File: src/rtl/rvfi_cmp_pkg.sv
// Shared types for the RVFI-vs-reference-model comparator: FSM states,
// the retirement record carried through the FIFO, and mismatch bit indices.
package rvfi_cmp_pkg;

  localparam int unsigned XLEN    = 32;
  localparam int unsigned NFIELDS = 6;

  localparam int unsigned MISM_PC       = 0;
  localparam int unsigned MISM_INSN     = 1;
  localparam int unsigned MISM_RD_ADDR  = 2;
  localparam int unsigned MISM_RD_WDATA = 3;
  localparam int unsigned MISM_TRAP     = 4;
  localparam int unsigned MISM_ORDER    = 5;

  typedef enum logic [2:0] {
    IDLE,
    REQ,
    WAIT,
    CMP,
    HALT
  } rvfi_cmp_state_e;

  typedef struct packed {
    logic [63:0]     order;
    logic [XLEN-1:0] pc;
    logic [31:0]     insn;
    logic [4:0]      rd_addr;
    logic [XLEN-1:0] rd_wdata;
    logic            trap;
  } rvfi_cmp_entry_t;

  // The model record carries the expected order, so the order-gap check is a plain field compare.
  function automatic logic [NFIELDS-1:0] cmp_fields(input rvfi_cmp_entry_t core,
                                                    input rvfi_cmp_entry_t model);
    logic [NFIELDS-1:0] f;
    f = '0;
    f[MISM_PC]    = (core.pc != model.pc);
    f[MISM_TRAP]  = (core.trap != model.trap);
    f[MISM_ORDER] = (core.order != model.order);
    if (!(core.trap && model.trap)) begin
      f[MISM_INSN]     = (core.insn != model.insn);
      f[MISM_RD_ADDR]  = (core.rd_addr != model.rd_addr);
      f[MISM_RD_WDATA] = (core.rd_addr != 5'd0) && (core.rd_wdata != model.rd_wdata);
    end
    return f;
  endfunction

endpackage

File: src/rtl/rvfi_cmp_fifo.sv
// Synchronous FIFO of retirement records; the caller guarantees push only when
// there is room (or a pop happens in the same cycle) and pop only when non-empty.
module rvfi_cmp_fifo
  import rvfi_cmp_pkg::*;
#(
  parameter int unsigned DEPTH = 8
) (
  input  logic            clk_i,
  input  logic            rst_i,
  input  logic            push,
  input  logic            pop,
  input  rvfi_cmp_entry_t wr_entry,
  output rvfi_cmp_entry_t head_c,
  output logic            full_c,
  output logic            empty_c
);

  localparam int unsigned AW = (DEPTH > 1) ? $clog2(DEPTH) : 1;

  rvfi_cmp_entry_t mem [DEPTH];
  logic [AW-1:0]   wr_ptr;
  logic [AW-1:0]   rd_ptr;
  logic [AW:0]     count;

  assign head_c  = mem[rd_ptr];
  assign full_c  = (count == (AW+1)'(DEPTH));
  assign empty_c = (count == '0);

  // Pointers wrap naturally because DEPTH is a power of two.
  always_ff @(posedge clk_i) begin
    if (rst_i) begin
      wr_ptr <= '0;
      rd_ptr <= '0;
      count  <= '0;
    end else begin
      if (push) wr_ptr <= wr_ptr + AW'(1);
      if (pop)  rd_ptr <= rd_ptr + AW'(1);
      case ({push, pop})
        2'b10:   count <= count + (AW+1)'(1);
        2'b01:   count <= count - (AW+1)'(1);
        default: count <= count;
      endcase
    end
  end

  always_ff @(posedge clk_i) begin
    if (push) mem[wr_ptr] <= wr_entry;
  end

endmodule

File: src/rtl/rvfi_ref_compare.sv
// Buffers core retirements, steps the reference model once per entry and
// compares the two records, reporting first mismatch, sticky flags and a count.
module rvfi_ref_compare
  import rvfi_cmp_pkg::*;
#(
  parameter int unsigned DEPTH        = 8,
  parameter int unsigned TIMEOUT      = 1024,
  parameter bit          STOP_ON_MISM = 1'b1
) (
  input  logic               clk_i,
  input  logic               rst_i,
  input  logic               core_valid_i,
  input  logic [63:0]        core_order_i,
  input  logic [XLEN-1:0]    core_pc_i,
  input  logic [31:0]        core_insn_i,
  input  logic [4:0]         core_rd_addr_i,
  input  logic [XLEN-1:0]    core_rd_wdata_i,
  input  logic               core_trap_i,
  output logic               ref_req_o,
  input  logic               ref_valid_i,
  input  logic [XLEN-1:0]    ref_pc_i,
  input  logic [31:0]        ref_insn_i,
  input  logic [4:0]         ref_rd_addr_i,
  input  logic [XLEN-1:0]    ref_rd_wdata_i,
  input  logic               ref_trap_i,
  output logic               mismatch_o,
  output logic [NFIELDS-1:0] mism_fields_o,
  output logic [63:0]        mism_order_o,
  output logic [31:0]        compared_cnt_o,
  output logic               overflow_o,
  output logic               timeout_o,
  output logic               halted_o
);

  localparam int unsigned CW = (TIMEOUT > 1) ? $clog2(TIMEOUT) : 1;

  rvfi_cmp_state_e    state;
  logic [CW-1:0]      wait_cnt;
  rvfi_cmp_entry_t    core_entry_c;
  rvfi_cmp_entry_t    head_c;
  rvfi_cmp_entry_t    cap;
  logic [63:0]        prev_order;
  logic               prev_valid;
  logic               push_c;
  logic               pop_c;
  logic               full_c;
  logic               empty_c;
  logic [NFIELDS-1:0] fields_c;

  always_comb begin
    core_entry_c.order    = core_order_i;
    core_entry_c.pc       = core_pc_i;
    core_entry_c.insn     = core_insn_i;
    core_entry_c.rd_addr  = core_rd_addr_i;
    core_entry_c.rd_wdata = core_rd_wdata_i;
    core_entry_c.trap     = core_trap_i;
  end

  assign pop_c    = (state == CMP);
  assign push_c   = core_valid_i && (!full_c || pop_c);
  assign fields_c = cmp_fields(head_c, cap);

  rvfi_cmp_fifo #(
    .DEPTH (DEPTH)
  ) u_fifo (
    .clk_i    (clk_i),
    .rst_i    (rst_i),
    .push     (push_c),
    .pop      (pop_c),
    .wr_entry (core_entry_c),
    .head_c   (head_c),
    .full_c   (full_c),
    .empty_c  (empty_c)
  );

  // Step/compare FSM with all reporting registers.
  always_ff @(posedge clk_i) begin
    if (rst_i) begin
      state          <= IDLE;
      wait_cnt       <= '0;
      cap            <= '0;
      prev_order     <= '0;
      prev_valid     <= 1'b0;
      ref_req_o      <= 1'b0;
      mismatch_o     <= 1'b0;
      mism_fields_o  <= '0;
      mism_order_o   <= '0;
      compared_cnt_o <= '0;
      overflow_o     <= 1'b0;
      timeout_o      <= 1'b0;
      halted_o       <= 1'b0;
    end else begin
      ref_req_o <= 1'b0;
      if (core_valid_i && !push_c) overflow_o <= 1'b1;

      case (state)
        IDLE: begin
          if (!empty_c) begin
            state     <= REQ;
            ref_req_o <= 1'b1;
          end
        end
        REQ: begin
          state    <= WAIT;
          wait_cnt <= '0;
        end
        WAIT: begin
          if (ref_valid_i) begin
            // Expected order is stored in the capture so the first compare is exempt.
            cap.order    <= prev_valid ? (prev_order + 64'd1) : head_c.order;
            cap.pc       <= ref_pc_i;
            cap.insn     <= ref_insn_i;
            cap.rd_addr  <= ref_rd_addr_i;
            cap.rd_wdata <= ref_rd_wdata_i;
            cap.trap     <= ref_trap_i;
            state        <= CMP;
          end else if (wait_cnt == CW'(TIMEOUT - 1)) begin
            timeout_o <= 1'b1;
            halted_o  <= 1'b1;
            state     <= HALT;
          end else begin
            wait_cnt <= wait_cnt + CW'(1);
          end
        end
        CMP: begin
          if (compared_cnt_o != 32'hFFFF_FFFF) compared_cnt_o <= compared_cnt_o + 32'd1;
          prev_order <= head_c.order;
          prev_valid <= 1'b1;
          if (|fields_c) begin
            mismatch_o <= 1'b1;
            if (!mismatch_o) begin
              mism_fields_o <= fields_c;
              mism_order_o  <= head_c.order;
            end
          end
          if ((|fields_c) && STOP_ON_MISM) begin
            state    <= HALT;
            halted_o <= 1'b1;
          end else begin
            state <= IDLE;
          end
        end
        HALT: state <= HALT;
        default: state <= IDLE;
      endcase
    end
  end

endmodule

File: config.mk
export PLATFORM = sky130hd
export DESIGN_NAME = rvfi_ref_compare
export DESIGN_NICKNAME = d
export VERILOG_FILES = /design/src/rtl/rvfi_cmp_pkg.sv /design/src/rtl/rvfi_cmp_fifo.sv /design/src/rtl/rvfi_ref_compare.sv
export SDC_FILE = /design/constraint.sdc
export NUM_CORES = 2
export LEC_CHECK = 0
export CAP_MARGIN = 5
export CORE_MARGIN = 2
export CORE_UTILIZATION = 65
export DETAILED_ROUTE_END_ITERATION = 10
export DONT_BUFFER_PORTS = 1
export GPL_ROUTABILITY_DRIVEN = 0
export PLACE_DENSITY_LB_ADDON = 0.25
export SLEW_MARGIN = 20
export SYNTH_ARGS = -nofsm -noshare
export SYNTH_HDL_FRONTEND = slang
export SYNTH_HIERARCHICAL = 1
export SYNTH_SLANG_ARGS = --single-unit
File: constraint.sdc
create_clock -name clk_i -period 24.9 [get_ports clk_i]
set_input_delay 4.98 -clock clk_i [delete_from_list [all_inputs] [get_ports clk_i]]
set_output_delay 4.98 -clock clk_i [all_outputs]
set_load 0.01 [all_outputs]
==> summary.md <==
| Metric | Value |
|---|---|
| DIE AREA | 105100 um^2 |
| Worst setup SP type | input pin |
| Pwr/cell area | 81.85 nW/um^2 |
| GR Overflow Total | 0 |
| Fmax | 122.5 MHz |
| Final hold slack | 0.4568 ns |
| Register area share after synthesis | 70.75% |
| Post-CTS setup buffer count | 0 |
| Routed wl met2 | 76390 um |
| Yosys warning count | 6 |
| Post-synth EDFFs | 1328 |
| Routed length on met1 | 59050 um |
| First-pass GRT wire length | 230500 um |
| Vias | 35880 |
| Hold Violations, Final | 0 |
| GRT Util Overall | 30.07% |
| Max-cap viol count | 0 |
| Worst rel slew slack | 25.07% |
| Final setup fails | 0 |
| Synth area leaders | edfxtp_1 (60%), mux4_2 (11%), dfxtp_1 (11%) |
| Post-Route WL | 155400 um |
| Status | completed |
| DR DRC count | 0 |
| Syn_nets | 4324 |
| Crit share post-route | 32.78% |
| Crit end category | flop |
| Fraction of layout cells with a size suffix above 1 | 19.59% |
| WL/cell | 28.05 um |
| Async set-or-reset flop fraction in the synthesized netlist | 0% |
| Number of global-route vias before repair | 35950 |
| Unrepaired setup endpoints after global routing | false |
| Clock buffer depth | 3 |
| Clk slew on worst S/H paths | 0.06 ns |
| Worst-margin pin slew | 1.124 ns |
| Post-synth top area cell | edfxtp_1 |
| Initial Utilization | 65.52% |
| First-pass DRT Iterations | 5 |
| Leakage | 22.39 nW |
| Min-delay worst type | reg -> reg |
| Crit path cell chain | a21boi_0 -> nand2b_1 -> nor3_2 -> buf_4 -> buf_4 |
| Nets@finish | 4306 |
| Row count | 117 |
| Peak VDD IR | 0.07969 mV |
| Uppermost layer routed | met5 |
| Num CTS Buffers | 165 |
| Power Total | 5.994 mW |
| Critical path peak fanout | 61 |
| TritonCTS clock tree | done |
| CTS resizes | 0 |
| Yosys cell types | 55 |
| Synth top area share | 59.82% |
| CP max stage cell | buf_4 |
| Top cell by count, worst path | buf_4 |
| H-tree levels | 4 |
| Met3 WL | 15820 um |
| WP data arrival | 8.55 ns |
| Clock insertion delay at the later pin of the skew report | 0.79 ns |
| Clock sinks | 1692 |
| Synth Cell Area | 66670 um^2 |
| Critical path class | in -> reg |
| Fin util | 71.98% |
| Layout Skew | 0.03441 ns |
| Synth Flop Type | edfxtp_1 |
| Root Buffer | clkbuf_16 |
| Worst Path Buf+Inv | 2 |
| Core area | 101700 um^2 |
| Initial antenna violation count | 8 |
| Synthesized area per cell | 16.49 um^2 |
| Cts hold-fix bufs | 0 |
| Area growth syn-to-layout | 9.848% |
| IO Count | 379 |
| Final setup TNS | 0 ns |
| Remaining antenna violation count | 0 |
| Critical path's largest stage delay | 0.96 ns |
| Yosys reg bits | 1692 |
| Syn Inst Count | 4043 |
| Die width | 324.3 um |
| Largest net degree at the start of global routing | 350 |
| Slew Limit Fails | 0 |
| Final min period | 8.161 ns |
| Die height | 324.3 um |
| Detailed Route Iter0 Violations | 3887 |
| Dpl hpwl | 90080 um |
| CP Data Required Time | 25.28 ns |
| IO Port Bufs | 0 |
| Via density | 6.476 |
| Delay-heaviest family, CP | buffers and inverters |
[state kept, by name (all words and copies together) (netlist names), 3 cells and up, named ones only]
| name | cells |
|---|---|
| wait_cnt | 10 |
| mism_order_o | 64 |
| prev_order | 64 |
| u_fifo/rd_ptr | 3 |
| state | 3 |
| cap | 166 |
| compared_cnt_o | 32 |
| u_fifo/mem | 1328 |
| mism_fields_o | 6 |
| u_fifo/wr_ptr | 3 |
| u_fifo/count | 4 |
[synth_stat cells, types with 14 or more instances]
cell,n
and3_1,44
o21ai_0,77
o21ai_1,22
buf_2,22
nand4_1,58
clkbuf_1,144
nand2_1,400
nand3_1,109
dfxtp_1,364
o22ai_1,14
inv_1,15
a21oi_1,316
mux2_2,167
xnor2_1,180
nor3_1,24
and4_1,26
nor4_1,21
edfxtp_1,1328
buf_1,32
mux4_2,332
a211oi_1,14
xor2_1,83
nor2_1,129
buf_6,31
[power breakdown]
| group | switching [mW] | internal, mW | leakage (nW) |
|---|---|---|---|
| clock network | 1.04 | 1.45 | 2.67 |
| logic | 0.200 | 0.135 | 4.72 |
| registers | 0.0421 | 3.13 | 15.0 |
| total | 1.28 | 4.72 | 22.4 |
[per-layer routing]
| metal | up-vias | GRT usage (%) |
|---|---|---|
| met5 | - | 0 |
| met4 | 2 | 9.681 |
| met3 | 231 | 9.015 |
| met2 | 1634 | 48.63 |
| met1 | 18440 | 39.63 |
| li1 | 15570 | - |
[cells in the final DEF (no fill, tap or decap), drive strengths merged, types with 24 or more instances in the layout]
| cell | instances |
|---|---|
| nor3 | 24 |
| buf | 51 |
| edfxtp | 1328 |
| nand4 | 58 |
| clkinv | 56 |
| nand2 | 400 |
| a21oi | 316 |
| mux2 | 167 |
| and3 | 44 |
| dfxtp | 364 |
| and4 | 26 |
| o21ai | 99 |
| mux4 | 332 |
| nand3 | 109 |
| xor2 | 83 |
| nor2 | 129 |
| xnor2 | 180 |
| clkbuf | 233 |
[worst reg2reg max path, cell delays in order, from the launching register on]
cell and delay, ns:
dfxtp_4 0.87, buf_4 0.89, buf_12 0.77, mux4_2 0.75
mux2_2 0.31, xor2_1 0.15, nor4_1 0.45, nand4_1 0.43
or4b_4 0.65, o41a_2 0.69, buf_4 0.38, o311a_1 0.43
[stage by stage]
stage	area (um^2)	setup slack (ns)	instances
finish	73230	16.74	5540
floorplan	66670	7.097	4043
CTS	73180	16.76	5533
global placement	67720	16.03	5224
global route	73230	16.54	5539
detailed placement	67730	16.02	5225
[cell type report]
cell class	instances	area (um^2)
antenna	6	15.01
clock buffer	233	4713
clock inverter	75	743.2
fill	6146	28510
inverter	15	56.30
multi-input combinational	2100	18360
sequential	1692	47180
tap	1368	1712
timing repair buffer	51	454.2
[logic make-up after synthesis]
family                     count (synthesis)  synth area share [%]
DFF                                     1692                 70.75
muxes                                    503                 14.10
AOI/OAI and AO/OA                        481                 3.894
and+or+nand+nor                          844                 5.814
xor gates and xnor gates                 263                 3.455
adders and majority gates                  9                0.1689
buffers and inverters                    251                 1.821
[final timing paths]
kind,start,to,slack (ns),cells after the start
setup / recovery,core_valid_i,u_fifo/mem[0][101]$_DFFE_PP_,16.74,5
hold / removal,prev_order[41]$_SDFFE_PP0P_,prev_order[41]$_SDFFE_PP0P_,0.46,2
setup reg to reg,flop,state[2]$_SDFFE_PP0P_,18.02,11
hold reg to reg,prev_order[41]$_SDFFE_PP0P_,prev_order[41]$_SDFFE_PP0P_,0.46,2
Power figures use the tool's default switching activity.
